**src/rtl/rename_pkg.sv**
```systemverilog
// rename_pkg
//   Constants shared by the rename stage and the rename commit queue:
//   default physical-name width, default commit queue depth and pointer width,
//   and a helper that checks a queue depth is a power of two no smaller than 2.
//   No ports (package only).
package rename_pkg;

    localparam int NAME_WIDTH    = 1;
    localparam int RCQ_DEPTH     = 4;
    localparam int RCQ_PTR_WIDTH = $clog2(RCQ_DEPTH);

    // Head/tail pointers wrap by plain overflow, which only works for a
    // power-of-two depth.
    function automatic bit is_pow2_depth(input int n);
        return (n >= 2) && ((n & (n - 1)) == 0);
    endfunction

endpackage

```
**src/rtl/rename_commit_queue_match_vec.sv**
```systemverilog
// rcq_match_vec
//   Depth-wide writeback comparator. Flags every valid entry whose stored
//   physical name equals the writeback name while the writeback strobe is
//   high. In-flight names are unique, so the result is one-hot or zero.
// Ports
//   wb_name  in   name_width        name written back this cycle
//   wb_e     in   1                 writeback strobe
//   names    in   depth*name_width  entry names, entry i at [i*name_width +: name_width]
//   valid    in   depth             entry valid bits
//   match    out  depth             done-set vector, one bit per entry
module rcq_match_vec #(
    parameter int name_width = 1,
    parameter int depth      = 4
) (
    input  logic [name_width-1:0]       wb_name,
    input  logic                        wb_e,
    input  logic [depth*name_width-1:0] names,
    input  logic [depth-1:0]            valid,
    output logic [depth-1:0]            match
);

    generate
        for (genvar gi = 0; gi < depth; gi++) begin : g_cmp
            assign match[gi] = wb_e && valid[gi] &&
                               (names[gi*name_width +: name_width] == wb_name);
        end
    endgenerate

endmodule

```
**src/rtl/rename_commit_queue.sv**
```systemverilog
// rename_commit_queue
//   In-order commit tracker for the rename register file. Records every
//   allocated physical name in program order, marks entries done on
//   writeback, and retires the oldest entry once it is done and downstream
//   allows it, by pulsing the free request (NAME_F/FE) into the rename file.
// Ports
//   CLK           in   1           clock, all state on posedge
//   RST           in   1           asynchronous active-low reset
//   ENQ_NAME      in   name_width  name just allocated by rename
//   ENQ_E         in   1           enqueue strobe, taken only when ENQ_READY
//   ENQ_READY     out  1           queue not full
//   WB_NAME       in   name_width  name whose data was written this cycle
//   WB_E          in   1           writeback strobe
//   COMMIT_READY  in   1           downstream permits a retire this cycle
//   NAME_F        out  name_width  head entry name (0 when empty)
//   FE            out  1           free strobe to the rename file
//   EMPTY         out  1           queue holds no entries
// Optional feature (macro RCQ_COMMIT_STATS_EN)
//   COMMIT_COUNT  out  32  number of FE cycles since reset (wraps)
//   STALL_COUNT   out  32  cycles with a valid head that could not retire (wraps)
module rename_commit_queue
    import rename_pkg::*;
#(
    parameter int name_width = NAME_WIDTH,
    parameter int depth      = RCQ_DEPTH,
    parameter int ptr_width  = RCQ_PTR_WIDTH
) (
    input  logic                  CLK,
    input  logic                  RST,
    input  logic [name_width-1:0] ENQ_NAME,
    input  logic                  ENQ_E,
    output logic                  ENQ_READY,
    input  logic [name_width-1:0] WB_NAME,
    input  logic                  WB_E,
    input  logic                  COMMIT_READY,
    output logic [name_width-1:0] NAME_F,
    output logic                  FE,
    output logic                  EMPTY
`ifdef RCQ_COMMIT_STATS_EN
    ,
    output logic [31:0]           COMMIT_COUNT,
    output logic [31:0]           STALL_COUNT
`endif
);

    localparam int                 CNT_W      = ptr_width + 1;
    localparam logic [CNT_W-1:0]   FULL_COUNT = CNT_W'(depth);

    generate
        if (!is_pow2_depth(depth) || (ptr_width != $clog2(depth))) begin : g_bad_cfg
            $error("rename_commit_queue: depth must be a power of two >= 2 and ptr_width = log2(depth)");
        end
    endgenerate

    logic [name_width-1:0]       name_reg [depth];
    logic [depth-1:0]            valid_reg;
    logic [depth-1:0]            done_reg;
    logic [ptr_width-1:0]        head_reg;
    logic [ptr_width-1:0]        tail_reg;
    logic [CNT_W-1:0]            count_reg;

    logic [depth*name_width-1:0] names_flat;
    logic [depth-1:0]            wb_match;
    logic [depth-1:0]            enq_sel;
    logic [depth-1:0]            com_sel;
    logic                        head_valid;
    logic                        head_done;
    logic                        enq_fire;
    logic                        commit_fire;
    logic                        enq_wb_same;

    generate
        for (genvar gi = 0; gi < depth; gi++) begin : g_entry
            localparam logic [ptr_width-1:0] IDX = ptr_width'(gi);
            assign names_flat[gi*name_width +: name_width] = name_reg[gi];
            assign enq_sel[gi] = enq_fire && (tail_reg == IDX);
            assign com_sel[gi] = commit_fire && (head_reg == IDX);
        end
    endgenerate

    rcq_match_vec #(
        .name_width (name_width),
        .depth      (depth)
    ) u_match (
        .wb_name (WB_NAME),
        .wb_e    (WB_E),
        .names   (names_flat),
        .valid   (valid_reg),
        .match   (wb_match)
    );

    assign head_valid  = valid_reg[head_reg];
    assign head_done   = done_reg[head_reg];
    // Retire decision uses registered done only: a writeback of the head
    // name this cycle can retire it next cycle at the earliest.
    assign commit_fire = head_valid && head_done && COMMIT_READY;
    // Readiness depends on count alone, so a full queue that retires this
    // cycle still refuses the enqueue.
    assign ENQ_READY   = (count_reg != FULL_COUNT);
    assign enq_fire    = ENQ_E && ENQ_READY;
    // A writeback racing the enqueue of the same name must not be lost.
    assign enq_wb_same = WB_E && (WB_NAME == ENQ_NAME);

    assign FE     = commit_fire;
    assign NAME_F = head_valid ? name_reg[head_reg] : '0;
    assign EMPTY  = (count_reg == '0);

    always_ff @(posedge CLK or negedge RST) begin
        if (!RST) begin
            head_reg  <= '0;
            tail_reg  <= '0;
            count_reg <= '0;
        end else begin
            if (enq_fire) begin
                tail_reg <= tail_reg + 1'b1;
            end
            if (commit_fire) begin
                head_reg <= head_reg + 1'b1;
            end
            case ({enq_fire, commit_fire})
                2'b10:   count_reg <= count_reg + 1'b1;
                2'b01:   count_reg <= count_reg - 1'b1;
                default: count_reg <= count_reg;
            endcase
        end
    end

    // Enqueue and commit never select the same slot: a slot that is both
    // tail and head with entries present means the queue is full, and a full
    // queue does not enqueue.
    always_ff @(posedge CLK or negedge RST) begin
        if (!RST) begin
            for (int i = 0; i < depth; i++) begin
                name_reg[i] <= '0;
            end
            valid_reg <= '0;
            done_reg  <= '0;
        end else begin
            for (int i = 0; i < depth; i++) begin
                if (enq_sel[i]) begin
                    name_reg[i]  <= ENQ_NAME;
                    valid_reg[i] <= 1'b1;
                    done_reg[i]  <= enq_wb_same;
                end else if (com_sel[i]) begin
                    valid_reg[i] <= 1'b0;
                    done_reg[i]  <= 1'b0;
                end else if (wb_match[i]) begin
                    done_reg[i]  <= 1'b1;
                end
            end
        end
    end

`ifdef RCQ_COMMIT_STATS_EN
    logic [31:0] commit_count_reg;
    logic [31:0] stall_count_reg;
    logic        stall_cycle;

    assign stall_cycle = head_valid && (!head_done || !COMMIT_READY);

    always_ff @(posedge CLK or negedge RST) begin
        if (!RST) begin
            commit_count_reg <= '0;
            stall_count_reg  <= '0;
        end else begin
            if (commit_fire) begin
                commit_count_reg <= commit_count_reg + 32'd1;
            end
            if (stall_cycle) begin
                stall_count_reg <= stall_count_reg + 32'd1;
            end
        end
    end

    assign COMMIT_COUNT = commit_count_reg;
    assign STALL_COUNT  = stall_count_reg;
`endif

endmodule

```
**config.mk**
```make
export PLATFORM = sky130hd
export DESIGN_NAME = rename_commit_queue
export DESIGN_NICKNAME = d
export VERILOG_FILES = /design/src/rtl/rename_pkg.sv /design/src/rtl/rename_commit_queue_match_vec.sv /design/src/rtl/rename_commit_queue.sv
export SDC_FILE = /design/constraint.sdc
export NUM_CORES = 1
export LEC_CHECK = 0
export ABC_AREA = 1
export CAP_MARGIN = 20
export CORE_MARGIN = 2
export CORE_UTILIZATION = 50
export CTS_BUF_LIST = sky130_fd_sc_hd__clkbuf_16
export DETAILED_ROUTE_END_ITERATION = 8
export PLACE_DENSITY = 0.71
export SYNTH_ARGS = -nofsm -noshare
export SYNTH_HDL_FRONTEND = slang
export SYNTH_SLANG_ARGS = --single-unit
export TNS_END_PERCENT = 5
```
**constraint.sdc**
```tcl
create_clock -name CLK -period 2.9 [get_ports CLK]
set_input_delay 0.29 -clock CLK [delete_from_list [all_inputs] [get_ports CLK]]
set_output_delay 0.29 -clock CLK [all_outputs]
set_load 0.005 [all_outputs]
```
==> flow_metrics.tcl <==
set metrics [dict create \
    status "completed" \
    clk_pin_slew_ns 0.05 \
    cap_viol_max_count 0 \
    dp_hpwl_mm 1.934 \
    cp-end-kind "flip-flop" \
    syn2layout_area_growth_pct 16.18 \
    num_rows 18 \
    drc 0 \
    syn_inst 152 \
    r2r_end "count_reg[2]$_DFFE_PN0P_" \
    io_buffers 10 \
    drt_iter0_markers 14 \
    grt_max_degree 20 \
    wl_per_cell_um 12.46 \
    reg2reg_from "head_reg[0]$_DFFE_PN0P_" \
    fin_area_um2 1446 \
    dpl-instance-area_um2 1368 \
    pwr-share-clk 0.167 \
    synth_xor_area_frac 0.02111 \
    r2r_cells 12 \
    via_per_inst 5.005 \
    clk_path_buf_depth 2 \
    htree_levels 1 \
    synth_cell_type_count 25 \
    synthTopCellsByArea "dfrtp_1, nand2_1, ha_1" \
    crit_top_cell "nand2_4" \
    initial_core_util 0.5166 \
    finalMaxSlewViolations 0 \
    die_x_um 53.90 \
    fill_cells 200 \
    drive_above_1_share 0.1524 \
    antenna_found_initial 0 \
    fmax_ghz 0.4358 \
    grt_overflow_total 0 \
    path_cells "nand2_1 > nand3_2 > nand2_4 > nor2_8 > nand2_4 > clkinv_2 > ha_1 > inv_1 > fa_1 > a21oi_1 > o21ai_0 > xnor2_1" \
    final.setup.tns_ns 0 \
    arrival_ns 2.42 \
    post-cts-setup-buffers 0 \
    required_ns 3.03 \
    setup_viol 0 \
    cts_sinks 19 \
    yosysSeqAreaShare 0.3819 \
    cts_tree "built" \
    synth-seq-cells 19 \
    worst_pin_slew_ns 0.8401 \
    synth.top_cell.area_share 0.3819 \
    die_area_um2 2905 \
    via_count 971 \
    cts_root_buf "clkbuf_16" \
    fin_crit_sh 0.7912 \
    ctsResizeCount 0 \
    p_leak_nw 0.7444 \
    first_pass_iters 5 \
    synth_fa_ha_area_frac 0.1065 \
    synth_mux_area_frac 0 \
    min_from "valid_reg[2]$_DFFE_PN0P_" \
    p_per_area_nw_per_um2 1130 \
    power.share.sequential 0.324 \
    swShare 0.4367 \
    clk_latency_ns 0.24 \
    start_kind "flip-flop" \
    synthSimpleGateAreaFrac 0.3256 \
    rsz0062_at_grt "false" \
    hold_slack_ns 0.5148 \
    rrSetupSlack_ns 0.61 \
    synth_fp_nets 169 \
    synth_warnings 0 \
    max_stage_delay_ns 0.60 \
    routabilityCongestion 0.8387 \
    cts_buffers 3 \
    detail-route-antenna-nets 0 \
    grt_pass1_wl_mm 3.988 \
    hold_buffers 0 \
    grt_pass1_vias 912 \
    comb_power_share 0.509 \
    die_y_um 53.90 \
    cpMaxStageDelayCell "dfrtp_1" \
    peakVddDrop_mv 0.6283 \
    synth_area_um2 1245 \
    min_to "valid_reg[2]$_DFFE_PN0P_" \
    min_path_cells 2 \
    synth.avg_cell_area_um2 8.190 \
    fin_worst_skew_ns 0.002619 \
    p_int_mw 0.9208 \
    coreArea_um2 2410 \
    track_usage 0.1957 \
    fin_nets 182 \
    finalHoldViolCount 0 \
    synth_compound_area_frac 0.07337 \
    synth_top_family_by_area "simple AND/OR/NAND/NOR gates" \
    period_needed_ns 2.294 \
    critPathKind "flip-flop to flip-flop" \
    drt_wl_total_mm 2.417 \
    diodes 0 \
    crit_path_max_fanout 10 \
    slew_headroom 0.4382 \
    switching_power_mw 0.7139 \
    hold_path.class "flip-flop to flip-flop" \
    synth_top_area_cell "dfrtp_1" \
    pin_count 11 \
]
[cell type report]
type	instances	area, um2	share of cell area
timing repair buffer	10	100.1	0.06920
multi-input combinational	107	655.6	0.4533
clock buffer	3	75.07	0.05190
clock inverter	1	3.754	0.002595
inverter	24	98.84	0.06834
sequential	19	475.5	0.3287
tap	30	37.54	0.02595
[cells in the mapped netlist, drive strengths merged]
cell type,number
inv,23
xnor2,2
xor2,1
a21oi,5
clkbuf,1
nand3,14
clkinv,1
fa,1
o21ai,11
nand2,52
nor2,3
nand4,8
dfrtp,19
buf,1
nor3,1
ha,9
[cells by family after synthesis]
| family | Yosys count |
|---|---|
| xor+xnor | 3 |
| fa+ha+maj | 10 |
| flops | 19 |
| compound gates | 16 |
| simple gates | 78 |
| buf+inv | 26 |
[power by group through the flow]
| stage | Sequential, mW | Combinational, mW | Clock, mW |
|---|---|---|---|
| after floorplan | 0.481 | 0.676 | 0 |
| after global placement | 0.527 | 0.809 | 0 |
| after detailed placement | 0.532 | 0.838 | 0 |
| after CTS | 0.529 | 0.847 | 0.280 |
| after global routing | 0.545 | 0.961 | 0.290 |
| final | 0.529 | 0.833 | 0.273 |
[how the worst max path moves through the flow]
stage	startpoint	end	depth (start not counted)
after floorplan	head_reg[0]$_DFFE_PN0P_	count_reg[2]$_DFFE_PN0P_	14
after global placement	head_reg[0]$_DFFE_PN0P_	count_reg[2]$_DFFE_PN0P_	10
after detailed placement	head_reg[0]$_DFFE_PN0P_	count_reg[2]$_DFFE_PN0P_	12
after CTS	head_reg[0]$_DFFE_PN0P_	count_reg[2]$_DFFE_PN0P_	12
after global routing	head_reg[0]$_DFFE_PN0P_	count_reg[2]$_DFFE_PN0P_	12
final	head_reg[0]$_DFFE_PN0P_	count_reg[2]$_DFFE_PN0P_	12
[stage by stage]
| stage | instances | power (mW) | setup WS [ns] | utilization |
|---|---|---|---|---|
| finish | 194 | 1.635 | 0.6056 | 0.6002 |
| global route | 194 | 1.796 | 0.3808 | 0.6002 |
| CTS | 194 | 1.655 | 0.5827 | 0.6002 |
| detailed placement | 190 | 1.371 | 0.5896 | 0.5675 |
| global placement | 190 | 1.336 | 0.6738 | 0.5675 |
| floorplan | 152 | 1.157 | 0.8122 | - |
[routing by layer]
layer	track usage	wire length [um]	part of all wire	vias up
met4	0.07692	19	0.0079	0
met5	0	0	0	-
li1	-	-	-	505
met3	0.02500	77	0.032	2
met1	0.2676	1147	0.47	443
met2	0.3130	1173	0.49	21
[cells in the final DEF, fill, tap and decap left out]
cell              n
xor2_1            1
nand2_1          48
o21ai_0           4
clkinv_2          1
inv_1            17
a21oi_1           5
nor2_2            1
nand2_2           2
nand2_4           2
ha_1              9
fa_1              1
nand3_1           7
nand4_1           8
o21ai_1           6
inv_2             6
nor3_1            1
dfrtp_1          19
nor2_1            1
inv_8             1
clkbuf_16         3
nor2_8            1
xnor2_1           2
nand3_2           7
clkdlybuf4s50_1  10
o21ai_4           1
[worst max-delay path: cells and delay by family (launching register included)]
kind                     cells  cell delay, ns
XOR/XNOR                     1            0.13
AND/OR/NAND/NOR              5            0.55
flip-flops                   1            0.60
buffers and inverters        2            0.13
AO/OA/AOI/OAI                2            0.25
adder cells (fa/ha/maj)      2            0.51
Note: power is estimated with default switching activity, not from simulation.
